<file path="src/rtl/joystick_pkg.sv">
// Shared definitions for the joystick ADC reader and its downstream display/servo stages.
package joystick_pkg;

  typedef enum logic [2:0] {
    ST_IDLE,
    ST_CS_SETUP,
    ST_SHIFT,
    ST_CS_HOLD,
    ST_WAIT
  } state_t;

  localparam int POS_W           = 10;
  localparam int FRAME_BITS      = 17;
  localparam int DATA_FIRST_EDGE = 8;
  localparam int CMD_BITS        = 5;

  localparam logic [POS_W-1:0] POS_CENTER = 10'd528;
  localparam logic [POS_W-1:0] POS_MIN    = 10'd228;
  localparam logic [POS_W-1:0] POS_MAX    = 10'd830;

  // Command bit presented on DIN before rising edge idx: start, single-ended, D2, D1, D0.
  function automatic logic cmd_bit(input logic [4:0] idx, input logic [2:0] ch);
    logic b;
    case (idx)
      5'd1:    b = 1'b1;
      5'd2:    b = 1'b1;
      5'd3:    b = ch[2];
      5'd4:    b = ch[1];
      5'd5:    b = ch[0];
      default: b = 1'b0;
    endcase
    return b;
  endfunction

endpackage

</file>
<file path="src/rtl/joystick_adc_reader_spi_tick_gen.sv">
// SCLK half-period strobe: one-cycle tick every CLK_DIV clocks while run is high.
module spi_tick_gen #(
  parameter int CLK_DIV = 25
) (
  input  logic clk,
  input  logic rst,
  input  logic run,
  output logic tick
);

  localparam int CNT_W = (CLK_DIV > 1) ? $clog2(CLK_DIV) : 1;
  localparam logic [CNT_W-1:0] CNT_LAST = CNT_W'(CLK_DIV - 1);

  logic [CNT_W-1:0] cnt;

  // Counter restarts from zero each time the frame machine leaves IDLE/WAIT.
  always_ff @(posedge clk) begin
    if (rst || !run) begin
      cnt <= '0;
    end else if (cnt == CNT_LAST) begin
      cnt <= '0;
    end else begin
      cnt <= cnt + 1'b1;
    end
  end

  assign tick = run && (cnt == CNT_LAST);

endmodule

</file>
<file path="src/rtl/joystick_adc_reader.sv">
// Joystick axis reader: periodic MCP3008 SPI conversion published on pos/pos_valid.
// Build option: define AVERAGE_EN to publish the truncated mean of each 2**AVG_LOG2 frames.
module joystick_adc_reader #(
  parameter int CLK_DIV       = 25,
  parameter int CHANNEL       = 0,
  parameter int SAMPLE_PERIOD = 50000,
  parameter int AVG_LOG2      = 2
) (
  input  logic       clk,
  input  logic       rst,
  input  logic       enable,
  input  logic       spi_miso,
  output logic       spi_sclk,
  output logic       spi_mosi,
  output logic       spi_cs_n,
  output logic [9:0] pos,
  output logic       pos_valid,
  output logic       busy
);

  import joystick_pkg::*;

  if (CLK_DIV < 2 || CHANNEL < 0 || CHANNEL > 7 || SAMPLE_PERIOD < 1 || AVG_LOG2 < 0) begin : g_param_check
    $error("joystick_adc_reader: parameter out of range");
  end

  localparam int PER_W = $clog2(SAMPLE_PERIOD + 1);
  localparam logic [PER_W-1:0] PER_LAST = PER_W'(SAMPLE_PERIOD - 1);
  localparam logic [2:0] CH = 3'(CHANNEL);

  state_t            state;
  logic              tick;
  logic              run;
  logic              phase;
  logic [4:0]        fall_cnt;
  logic [4:0]        rise_num;
  logic [POS_W-1:0]  shreg;
  logic [PER_W-1:0]  per_cnt;
  logic              start_frame;
  logic              frame_done;

  assign run         = (state == ST_CS_SETUP) || (state == ST_SHIFT) || (state == ST_CS_HOLD);
  assign rise_num    = fall_cnt + 5'd1;
  assign start_frame = enable && ((state == ST_IDLE) || ((state == ST_WAIT) && (per_cnt == PER_LAST)));
  assign frame_done  = (state == ST_CS_HOLD) && tick && phase;

  spi_tick_gen #(
    .CLK_DIV(CLK_DIV)
  ) u_tick (
    .clk (clk),
    .rst (rst),
    .run (run),
    .tick(tick)
  );

  // Frame sequencer: setup and hold each span two ticks, SHIFT spans 34 ticks (17 SCLK periods).
  always_ff @(posedge clk) begin
    if (rst) begin
      state    <= ST_IDLE;
      spi_cs_n <= 1'b1;
      spi_sclk <= 1'b0;
      spi_mosi <= 1'b0;
      busy     <= 1'b0;
      phase    <= 1'b0;
      fall_cnt <= '0;
      shreg    <= '0;
      per_cnt  <= '0;
    end else if (start_frame) begin
      state    <= ST_CS_SETUP;
      spi_cs_n <= 1'b0;
      spi_sclk <= 1'b0;
      spi_mosi <= cmd_bit(5'd1, CH);
      busy     <= 1'b1;
      phase    <= 1'b0;
      fall_cnt <= '0;
      per_cnt  <= '0;
    end else begin
      if (per_cnt != PER_LAST) begin
        per_cnt <= per_cnt + 1'b1;
      end
      case (state)
        ST_IDLE: begin
        end
        ST_CS_SETUP: begin
          if (tick) begin
            if (phase) begin
              state <= ST_SHIFT;
              phase <= 1'b0;
            end else begin
              phase <= 1'b1;
            end
          end
        end
        ST_SHIFT: begin
          if (tick) begin
            if (!spi_sclk) begin
              spi_sclk <= 1'b1;
              if (rise_num >= 5'(DATA_FIRST_EDGE)) begin
                shreg <= {shreg[POS_W-2:0], spi_miso};
              end
            end else begin
              spi_sclk <= 1'b0;
              fall_cnt <= rise_num;
              if (rise_num == 5'(FRAME_BITS)) begin
                state    <= ST_CS_HOLD;
                spi_cs_n <= 1'b1;
                spi_mosi <= 1'b0;
                phase    <= 1'b0;
              end else begin
                spi_mosi <= cmd_bit(rise_num + 5'd1, CH);
              end
            end
          end
        end
        ST_CS_HOLD: begin
          if (tick) begin
            if (phase) begin
              state <= ST_WAIT;
              busy  <= 1'b0;
              phase <= 1'b0;
            end else begin
              phase <= 1'b1;
            end
          end
        end
        ST_WAIT: begin
          if (per_cnt == PER_LAST) begin
            state <= ST_IDLE;
          end
        end
        default: state <= ST_IDLE;
      endcase
    end
  end

`ifdef AVERAGE_EN
  localparam int ACC_W  = POS_W + AVG_LOG2;
  localparam int FCNT_W = (AVG_LOG2 > 0) ? AVG_LOG2 : 1;
  localparam logic [FCNT_W-1:0] FCNT_LAST = FCNT_W'((1 << AVG_LOG2) - 1);

  function automatic logic [POS_W-1:0] avg_trunc(input logic [ACC_W-1:0] sum);
    return POS_W'(sum >> AVG_LOG2);
  endfunction

  logic [ACC_W-1:0]  acc;
  logic [ACC_W-1:0]  acc_sum;
  logic [FCNT_W-1:0] fcnt;

  assign acc_sum = acc + ACC_W'(shreg);

  // Publish stage: one result per completed block of frames.
  always_ff @(posedge clk) begin
    if (rst) begin
      acc       <= '0;
      fcnt      <= '0;
      pos       <= POS_CENTER;
      pos_valid <= 1'b0;
    end else begin
      pos_valid <= 1'b0;
      if (frame_done) begin
        if (fcnt == FCNT_LAST) begin
          pos       <= avg_trunc(acc_sum);
          pos_valid <= 1'b1;
          acc       <= '0;
          fcnt      <= '0;
        end else begin
          acc  <= acc_sum;
          fcnt <= fcnt + 1'b1;
        end
      end
    end
  end
`else
  // Publish stage: every completed frame updates pos with the raw code.
  always_ff @(posedge clk) begin
    if (rst) begin
      pos       <= POS_CENTER;
      pos_valid <= 1'b0;
    end else begin
      pos_valid <= frame_done;
      if (frame_done) begin
        pos <= shreg;
      end
    end
  end
`endif

endmodule

</file>
<file path="config.mk">
export PLATFORM = sky130hd
export DESIGN_NAME = joystick_adc_reader
export DESIGN_NICKNAME = d
export VERILOG_FILES = /design/src/rtl/joystick_pkg.sv /design/src/rtl/joystick_adc_reader_spi_tick_gen.sv /design/src/rtl/joystick_adc_reader.sv
export SDC_FILE = /design/constraint.sdc
export NUM_CORES = 1
export LEC_CHECK = 0
export ABC_AREA = 1
export CAP_MARGIN = 20
export CORE_MARGIN = 2
export CORE_UTILIZATION = 45
export CTS_CLUSTER_SIZE = 16
export DETAILED_ROUTE_END_ITERATION = 8
export HOLD_SLACK_MARGIN = 0.15
export PLACE_DENSITY = 0.62
export SLEW_MARGIN = 20
export SYNTH_ARGS = -nofsm -noshare
export SYNTH_HDL_FRONTEND = slang
export SYNTH_SLANG_ARGS = --single-unit
export TNS_END_PERCENT = 20
</file>
<file path="constraint.sdc">
create_clock -name clk -period 4 [get_ports clk]
set_clock_uncertainty 0.2 [all_clocks]
set_input_delay 0.4 -clock clk [delete_from_list [all_inputs] [get_ports clk]]
set_output_delay 0.4 -clock clk [all_outputs]
set_load 0.03 [all_outputs]
</file>
== After elaboration in Yosys (flattened, before gate mapping) ==
Cells that the tools add are included.

* Register bits after elaboration: 55
* Input port bits: 4
* Output and inout bits: 15
* Word-level logic and storage cells: 112

* $add $sub $neg: 4
* $lt $le $gt $ge: 1
* Equal/unequal tests: 28
* Muxes and demuxes: 32
* Bitwise gates (word level): 3
* Reduce and logical (&&, ||, !) cells: 31

{| class="wikitable"
|+ Operators by type and width
! cell !! number
|-
| 3-bit 2-to-1 mux || 8
|-
| 1-bit 2-to-1 mux || 22
|-
| 3-bit != test, second input constant || 6
|-
| 9-bit AND reduction || 2
|-
| 16-bit by 1-bit adder with 16-bit output, second input constant || 1
|-
| 16-bit == test, second input constant || 1
|-
| 16-bit != test, second input constant || 1
|-
| 5-bit by 1-bit adder with 5-bit output, second input constant || 3
|-
| 3-bit one-hot mux with 5 select lines || 1
|-
| 2-bit != test, second input constant || 7
|-
| 2-bit nonzero test || 7
|-
| 5-bit == test, second input constant || 2
|-
| 5-bit AND reduction || 2
|-
| 3-bit AND reduction || 3
|-
| 2-bit OR reduction || 4
|-
| 3-bit by 2-bit == test with 1-bit output, second input constant || 2
|-
| 2-bit by 1-bit != test with 1-bit output, second input constant || 3
|-
| 3-bit by 2-bit != test with 1-bit output, second input constant || 2
|-
| 5-bit by 1-bit == test with 1-bit output, second input constant || 1
|-
| 5-bit by 2-bit == test with 1-bit output, second input constant || 1
|-
| 5-bit by 4-bit greater-or-equal comparator with 1-bit output, second input constant || 1
|-
| 1-bit logical AND || 5
|-
| 1-bit logical OR || 4
|-
| 4-bit AND reduction || 1
|-
| other kinds (7) || 9
|}

== Depth between registers and ports, before layout ==
Gate-level depths: netlist of run 1.

* Word-level depth: 10
* Gate-level depth with buffers: 11
* Mapped depth without buffers: 11

== By module ==
From an unflattened synthesis of run 1, not the netlist that was laid out.

* Cell total of the unflattened synthesis: 372
* Area total of the unflattened synthesis: 2,621.3 um^2

{| class="wikitable"
|+ By module, submodules not included
! module !! instances !! cells an instance !! area an instance (um^2) !! seq. area each (um^2)
|-
| joystick_adc_reader || 1 || 338 || 2,374.8 || 1,001.0
|-
| spi_tick_gen || 1 || 34 || 246.5 || 100.1
|}

== Least setup slack after synthesis of run 1 ==
OpenSTA, ideal clock, no wires.

* Path kind: flip-flop to flip-flop
* Start point: register fall_cnt[1]
* End point: register shreg[9]
* Library setup time: 0.116 ns
* Arrival time: 1.375 ns
* Required time: 3.684 ns
* Slack: 2.309 ns
* Cell stages (with the launch flop): 10
* Path buffers: 1
* Period minus slack after synthesis: 1.691 ns
* Path through: dfxtp_1 > ha_1 > nand3_1 > nand2_1 > nand2_1 > nor2_1 > nor2_2 > buf_6 > o21ai_0 > nor2_1

* Word-level cells in the longest chain between the ends: 3

{| class="wikitable"
|+ RTL lines
! item !! RTL line !! source
|-
| start, declared || joystick_adc_reader.sv:35 || <nowiki>logic [4:0] fall_cnt;</nowiki>
|-
| start signal, assigned || joystick_adc_reader.sv:103 || <nowiki>fall_cnt <= rise_num;</nowiki>
|-
| 5-bit by 1-bit adder with 5-bit output || joystick_adc_reader.sv:43 || <nowiki>assign rise_num = fall_cnt + 5'd1;</nowiki>
|-
| 5-bit by 4-bit greater-or-equal comparator with 1-bit output || joystick_adc_reader.sv:98 || <nowiki>if (rise_num >= 5'(DATA_FIRST_EDGE)) begin</nowiki>
|-
| 5-bit AND reduction (no source line) || n/a ||
|-
| end signal, assigned || joystick_adc_reader.sv:99 || <nowiki>shreg <= {shreg[POS_W-2:0], spi_miso};</nowiki>
|-
| end, declared || joystick_adc_reader.sv:37 || <nowiki>logic [POS_W-1:0] shreg;</nowiki>
|}

Every way passes these cells.
A chain may end at the register's enable or synchronous reset.

== Final worst setup path of run 1 ==
* Start point: register u_tick.cnt[0]
* End point: register pos[0]

* Word-level cells in the longest chain between the ends: 4

{| class="wikitable"
|+ RTL lines
! item !! RTL line !! source
|-
| start, declared || joystick_adc_reader_spi_tick_gen.sv:14 || <nowiki>logic [CNT_W-1:0] cnt;</nowiki>
|-
| start signal, assigned || joystick_adc_reader_spi_tick_gen.sv:23 || <nowiki>cnt <= cnt + 1'b1;</nowiki>
|-
| 5-bit == test || joystick_adc_reader_spi_tick_gen.sv:27 || <nowiki>assign tick = run && (cnt == CNT_LAST);</nowiki>
|-
| 1-bit logical AND || joystick_adc_reader_spi_tick_gen.sv:27 ||
|-
| 1-bit logical AND (2 in a row) || joystick_adc_reader.sv:45 || <nowiki>assign frame_done = (state == ST_CS_HOLD) && tick && phase;</nowiki>
|-
| end signal, assigned || joystick_adc_reader.sv:182 || <nowiki>pos <= shreg;</nowiki>
|-
| end, declared || joystick_adc_reader.sv:16 || <nowiki>output logic [9:0] pos,</nowiki>
|}

Every way passes these cells.

==> flow_metrics.env, run 1 <==
export IMPL_diodes=0
export IMPL_fp_coreArea_um2=5510
export IMPL_finish_utilization_pct=52.5
export IMPL_synthAdderAreaFrac_pct=3.39
export IMPL_min_period_ns=2.20
export IMPL_clkLatencyLatePin_ns=0.31
export IMPL_syn_nets=370
export IMPL_grt_start_max_net_pins=24
export IMPL_final_cells=451
export IMPL_synth_warnings=0
export IMPL_antenna_found_initial=0
export IMPL_synth_cell_type_count=30
export IMPL_power_leakage_nw=1.08
export IMPL_fin_area_um2=2890
export IMPL_power_per_cell_area_nw_per_um2=377
export IMPL_tightest_slew_ns=0.564
export IMPL_grt_pass1_vias=2004
export IMPL_synth_edf_count=0
export IMPL_h_tree_depth=2
export IMPL_rsz0062_at_grt="false"
export IMPL_die_y_um=79.7
export IMPL_path_class="reg -> reg"
export IMPL_period_share_pct=54.9
export IMPL_dpl_cell_area_um2=2800
export IMPL_initial_core_util_pct=46.9
export IMPL_numCtsBuffers=5
export IMPL_max_clock_path_buffers=2
export IMPL_ys_flop_type="dfxtp_1"
export IMPL_holdBufCountCts=0
export IMPL_rows=27
export IMPL_drt_pass1_iterations=4
export IMPL_startpoint="u_tick.cnt[0]$_SDFF_PP0_"
export IMPL_synth_top_family_by_area="simple AND/OR/NAND/NOR gates"
export IMPL_cts_tree="yes"
export IMPL_area_growth_pct=12.0
export IMPL_hold_viol=0
export IMPL_endpoint_kind="flop"
export IMPL_cts_resized=0
export IMPL_reg2reg_setup_slack_ns=1.80
export IMPL_drt_iter0_drc=68
export IMPL_synthTopCellsByArea="dfxtp_1 (43%), nand2_1 (12%), nor2_1 (8.9%)"
export IMPL_avgSynthCellArea_um2=7.19
export IMPL_fin_setup_tns_ns=0
export IMPL_wirelength_um=5020
export IMPL_netlist_area_um2=2580
export IMPL_synthCells=359
export IMPL_pin_count=19
export IMPL_path_max_fanout=14
export IMPL_critPathRequiredTime_ns=3.98
export IMPL_gp_congestion=0.841
export IMPL_synth_seq_cells=55
export IMPL_preCtsSetupSlack_ns=1.51
export IMPL_min_delay_start="u_tick.cnt[0]$_SDFF_PP0_"
export IMPL_drive_gt1_share_pct=7.12
export IMPL_grt_pass1_wl_um=8670
export IMPL_io_buffers=18
export IMPL_synth_top_cell_by_area="dfxtp_1"
export IMPL_ant_nets=0
export IMPL_synth_xor_area_share_pct=3.05
export IMPL_whs_path_depth=1
export IMPL_wl_per_cell_um=11.1
export IMPL_vias_per_cell=4.92
export IMPL_clock_sinks=55
export IMPL_r2r_start="u_tick.cnt[0]$_SDFF_PP0_"
export IMPL_ff2ff_path_depth=8
export IMPL_die_x_um=79.7
export IMPL_dpl_cell_count=443
export IMPL_grt_usage_pct=16.9
export IMPL_post_cts_buffers=0
export IMPL_dr_total_vias=2220
export IMPL_worstSetupStartpointType="flop"
export IMPL_yosysSeqAreaShare_pct=42.7
export IMPL_yosysTopAreaCellShare_pct=42.7
export IMPL_cap_violations=0
export IMPL_grt_overflow_total=0
export IMPL_fin_ws_ns=1.80
export IMPL_outcome="finished clean"
export IMPL_synthSimpleGateAreaFrac_pct=33.1
export IMPL_dieArea_um2=6360
export IMPL_worstHoldPathType="reg -> reg"
export IMPL_clockRootBuffer="clkbuf_8"
export IMPL_async_reset_ff_share_pct=0
export IMPL_drc=0
export IMPL_setup_violations=0
export IMPL_slew_limit_headroom_pct=62.3
export IMPL_synth_compound_area_share_pct=10.9
export IMPL_clock_fmax_mhz=455
export IMPL_path_clk_slew_ns=0.10
export IMPL_report_final_slew_viol_count=0
export IMPL_final_nets=389
export IMPL_muxShareOfSynthArea_pct=0
export IMPL_hpwlAfterDp_um=3650
export IMPL_cp_arrival_ns=2.18
export IMPL_irDropWorstVdd_v=0.000176
[cell usage after synthesis, drive strengths merged (2+ instances only)]
| cell type | number |
|---|---|
| nand2 | 88 |
| nor2 | 63 |
| dfxtp | 55 |
| inv | 34 |
| a21oi | 32 |
| nand3 | 23 |
| o21ai | 16 |
| nand4 | 8 |
| xor2 | 8 |
| ha | 7 |
| nor3 | 7 |
| buf | 5 |
| or2 | 3 |
| a21boi | 2 |
[where the power goes]
group	internal, mW	total (mW)	switching (mW)
registers	0.568	0.587	0.0188
logic	0.0693	0.195	0.126
clock network	0.124	0.307	0.183
total	0.761	1.09	0.328
[state kept, by name (all words and copies together) (netlist names)]
signal      flops
state           3
shreg          10
pos            10
spi_cs_n        1
pos_valid       1
u_tick.cnt      5
spi_sclk        1
spi_mosi        1
per_cnt        16
fall_cnt        5
phase           1
busy            1
[logic make-up (layout without fill, tap and decap cells)]
family | Yosys count | after routing
simple gates | 194 | 194
fa+ha+maj | 7 | 7
xor+xnor | 9 | 9
flops | 55 | 55
compound gates | 53 | 53
buf+inv | 41 | 61
[per-layer routing]
| layer | global-route usage [%] | vias to the layer above | share of wire [%] |
|---|---|---|---|
| li1 | - | 1193 | - |
| met1 | 22.9 | 1003 | 53 |
| met2 | 27.1 | 22 | 45 |
| met3 | 3.17 | 2 | 2.2 |
| met4 | 5.59 | 0 | 0.62 |
| met5 | 0 | - | 0 |
[final timing paths]
path,end
worst max-delay path,pos[0]$_SDFFE_PP0P_
worst min-delay path,u_tick.cnt[0]$_SDFF_PP0_
worst max register to register,pos[0]$_SDFFE_PP0P_
worst min register to register,u_tick.cnt[0]$_SDFF_PP0_
[cells in the final DEF (no fill, tap or decap), types with 2 or more instances in the layout]
cell type,synthesis,layout
o21ai_0,16,16
nand2_2,6,6
nand2_1,82,82
nand4_1,7,7
dfxtp_1,55,55
inv_1,32,32
ha_1,7,7
nand3_2,3,3
xor2_1,8,8
nand3_1,20,20
or2_2,3,3
inv_2,2,2
clkinv_2,0,2
nor3_1,6,6
a21oi_1,32,32
nor2_1,61,61
nor2_2,2,2
clkdlybuf4s50_1,0,18
clkbuf_8,0,5
[critical path: stages (launching register included)]
cell,delay [ns]
dfxtp_1,0.38
inv_1,0.06
ha_1,0.24
nand2_1,0.07
nor2_1,0.05
nand3_1,0.40
clkinv_1,0.44
nand2_1,0.16
a21oi_1,0.07
[area by class of cell]
| type | count | area, um^2 |
|---|---|---|
| Multi-Input combinational cell | 263 | 1300 |
| Clock inverter | 3 | 18.8 |
| Timing Repair Buffer | 18 | 180 |
| Tap cell | 72 | 90.1 |
| Inverter | 35 | 131 |
| Sequential cell | 55 | 1100 |
| Clock buffer | 5 | 68.8 |
| Fill cell | 566 | 2620 |
[through the flow]
step,hold slack (ns),power (mW)
after CTS,0.272,1.10
after global placement,0.242,0.793
after global routing,0.287,1.16
final,0.269,1.09
after floorplan,0.224,0.754
after detailed placement,0.250,0.794
(Power assumes the default switching activity.)
==> run 2, diff against run 1 <==
Settings changed: PLACE_DENSITY 0.62 to 0.64.
Clock period 4 ns to 2 ns, I/O delays scaled along.
==> run 2 against run 1 <==
Non-clock buffer count is 5 higher. Worst hold slack worse by 0.0024 ns. Final cell count is 1.1% higher. Cell area is 2.5% higher. Via count is 0.68% higher. Critical path type unchanged.
==> flow_metrics.env, run 2 (synthesis results as in run 1) <==
export IMPL_path_class="reg -> reg"
export IMPL_worstHoldPathType="in -> reg"
export IMPL_drive_gt1_share_pct=9.38
export IMPL_clkLatencyLatePin_ns=0.31
export IMPL_fin_total_pwr_mw=2.24
export IMPL_grt_start_max_net_pins=24
export IMPL_max_clock_path_buffers=2
export IMPL_die_y_um=79.7
export IMPL_cts_resized=0
export IMPL_fin_setup_tns_ns=0
export IMPL_path_max_fanout=5
export IMPL_whs_endpoint="shreg[0]$_SDFFE_PP0P_"
export IMPL_r2r_start="u_tick.cnt[0]$_SDFF_PP0_"
export IMPL_pin_count=19
export IMPL_outcome="finished clean"
export IMPL_top_register="per_cnt"
export IMPL_gp_congestion=0.904
export IMPL_endpoint_kind="flop"
export IMPL_slowest_stage="dfxtp_1"
export IMPL_max_stage_delay_ns=0.35
export IMPL_ant_nets=0
export IMPL_regToRegEndpoint="state[1]$_SDFFE_PP0P_"
export IMPL_holdBufCountCts=0
export IMPL_largest_register_ff_count=16
export IMPL_clock_fmax_mhz=543
export IMPL_hold_viol=0
export IMPL_vias_per_cell=4.90
export IMPL_post_cts_buffers=0
export IMPL_io_buffers=18
export IMPL_dpl_cell_count=448
export IMPL_holdWs_ns=0.267
export IMPL_grt_pass1_wl_um=8910
export IMPL_diodes=0
export IMPL_setup_violations=0
export IMPL_grt_usage_pct=17.4
export IMPL_final_nets=394
export IMPL_layout_common_cells="nand2_1 (82), nor2_1 (60), dfxtp_1 (53), inv_1 (32), a21oi_1 (32)"
export IMPL_final_cells=456
export IMPL_reg2reg_setup_slack_ns=0.16
export IMPL_min_period_ns=1.84
export IMPL_irDropWorstVdd_v=0.000375
export IMPL_critical_path_cell_chain="inv_1 -> ha_1 -> nand4_4 -> a21oi_1 -> a21boi_0 -> nand3_1 -> nand2_1 -> nor2_1"
export IMPL_antenna_found_initial=0
export IMPL_wl_per_cell_um=11.1
export IMPL_hpwlAfterDp_um=3690
export IMPL_whs_path_depth=3
export IMPL_path_delay_family="compound AO/OA/AOI/OAI gates"
export IMPL_numCtsBuffers=5
export IMPL_worstSetupStartpointType="flop"
export IMPL_period_share_pct=92.0
export IMPL_die_x_um=79.7
export IMPL_cap_violations=0
export IMPL_cp_buffers_inverters=1
export IMPL_area_growth_pct=14.8
export IMPL_grt_overflow_total=0
export IMPL_reg_top3="per_cnt x16, pos x10, shreg x10"
export IMPL_grt_pass1_vias=2062
export IMPL_slew_limit_headroom_pct=78.8
export IMPL_drt_iter0_drc=112
export IMPL_power_leakage_nw=1.11
export IMPL_clock_sinks=55
export IMPL_initial_core_util_pct=46.9
export IMPL_layout_commonest_cell="nand2_1"
export IMPL_critPathRequiredTime_ns=2.01
export IMPL_clockRootBuffer="clkbuf_8"
export IMPL_dr_total_vias=2235
export IMPL_cts_tree="yes"
export IMPL_min_delay_start="spi_miso"
export IMPL_tightest_slew_ns=0.316
export IMPL_drt_pass1_iterations=4
export IMPL_report_final_slew_viol_count=0
export IMPL_cp_arrival_ns=1.85
export IMPL_ff2ff_path_depth=8
export IMPL_rsz0062_at_grt="false"
export IMPL_path_clk_slew_ns=0.10
export IMPL_fp_coreArea_um2=5510
export IMPL_wirelength_um=5060
export IMPL_power_per_cell_area_nw_per_um2=757
export IMPL_rows=27
export IMPL_drc=0
export IMPL_h_tree_depth=2
export IMPL_dieArea_um2=6360
## run 2: worst max-delay path by stage
stage | depth (start not counted) | from | slack, ns | to
after floorplan | 9 | fall_cnt[1]$_SDFFE_PP0P_ | 0.31 | shreg[9]$_SDFFE_PP0P_
after global placement | 9 | fall_cnt[0]$_SDFFE_PP0P_ | 0.15 | shreg[5]$_SDFFE_PP0P_
after detailed placement | 9 | fall_cnt[0]$_SDFFE_PP0P_ | 0.11 | shreg[4]$_SDFFE_PP0P_
after CTS | 9 | fall_cnt[0]$_SDFFE_PP0P_ | 0.1 | shreg[4]$_SDFFE_PP0P_
after global routing | 9 | fall_cnt[0]$_SDFFE_PP0P_ | 0.001 | shreg[8]$_SDFFE_PP0P_
final | 8 | u_tick.cnt[0]$_SDFF_PP0_ | 0.16 | state[1]$_SDFFE_PP0P_
## run 2: cell type report
type	instances	area (um^2)
fill	547	2540
multi-input combinational	263	1310
sequential	55	1100
timing repair buffer	23	230
inverter	35	131
tap	72	90.1
clock buffer	5	68.8
clock inverter	3	28.8
## run 2: report_power, final
group | total (mW) | switching, mW | internal (mW)
Sequential | 1.18 | 0.0406 | 1.14
Combinational | 0.413 | 0.256 | 0.157
Clock | 0.654 | 0.393 | 0.260
## run 2: worst min-delay path: cells and delay by family
kind | cells | cell delay, ns
buffers and inverters | 1 | 0.40
AND/OR/NAND/NOR | 2 | 0.15
## run 2: metal layers
metal / wire, um / track usage [%] / vias up
met1: 2550 / 22.4 / 1004
met5: 0 / 0 / -
met4: 70 / 5.25 / 0
li1: - / - / 1198
met3: 132 / 3.39 / 4
met2: 2310 / 29.3 / 29
## run 2: metrics by stage
| step | setup slack [ns] | instance area [um^2] | util, % |
|---|---|---|---|
| floorplan | 0.309 | 2580 | - |
| global placement | 0.146 | 2850 | 51.8 |
| detailed placement | 0.112 | 2850 | 51.8 |
| CTS | 0.0997 | 2950 | 53.6 |
| global route | 0.00102 | 2960 | 53.8 |
| finish | 0.159 | 2960 | 53.8 |
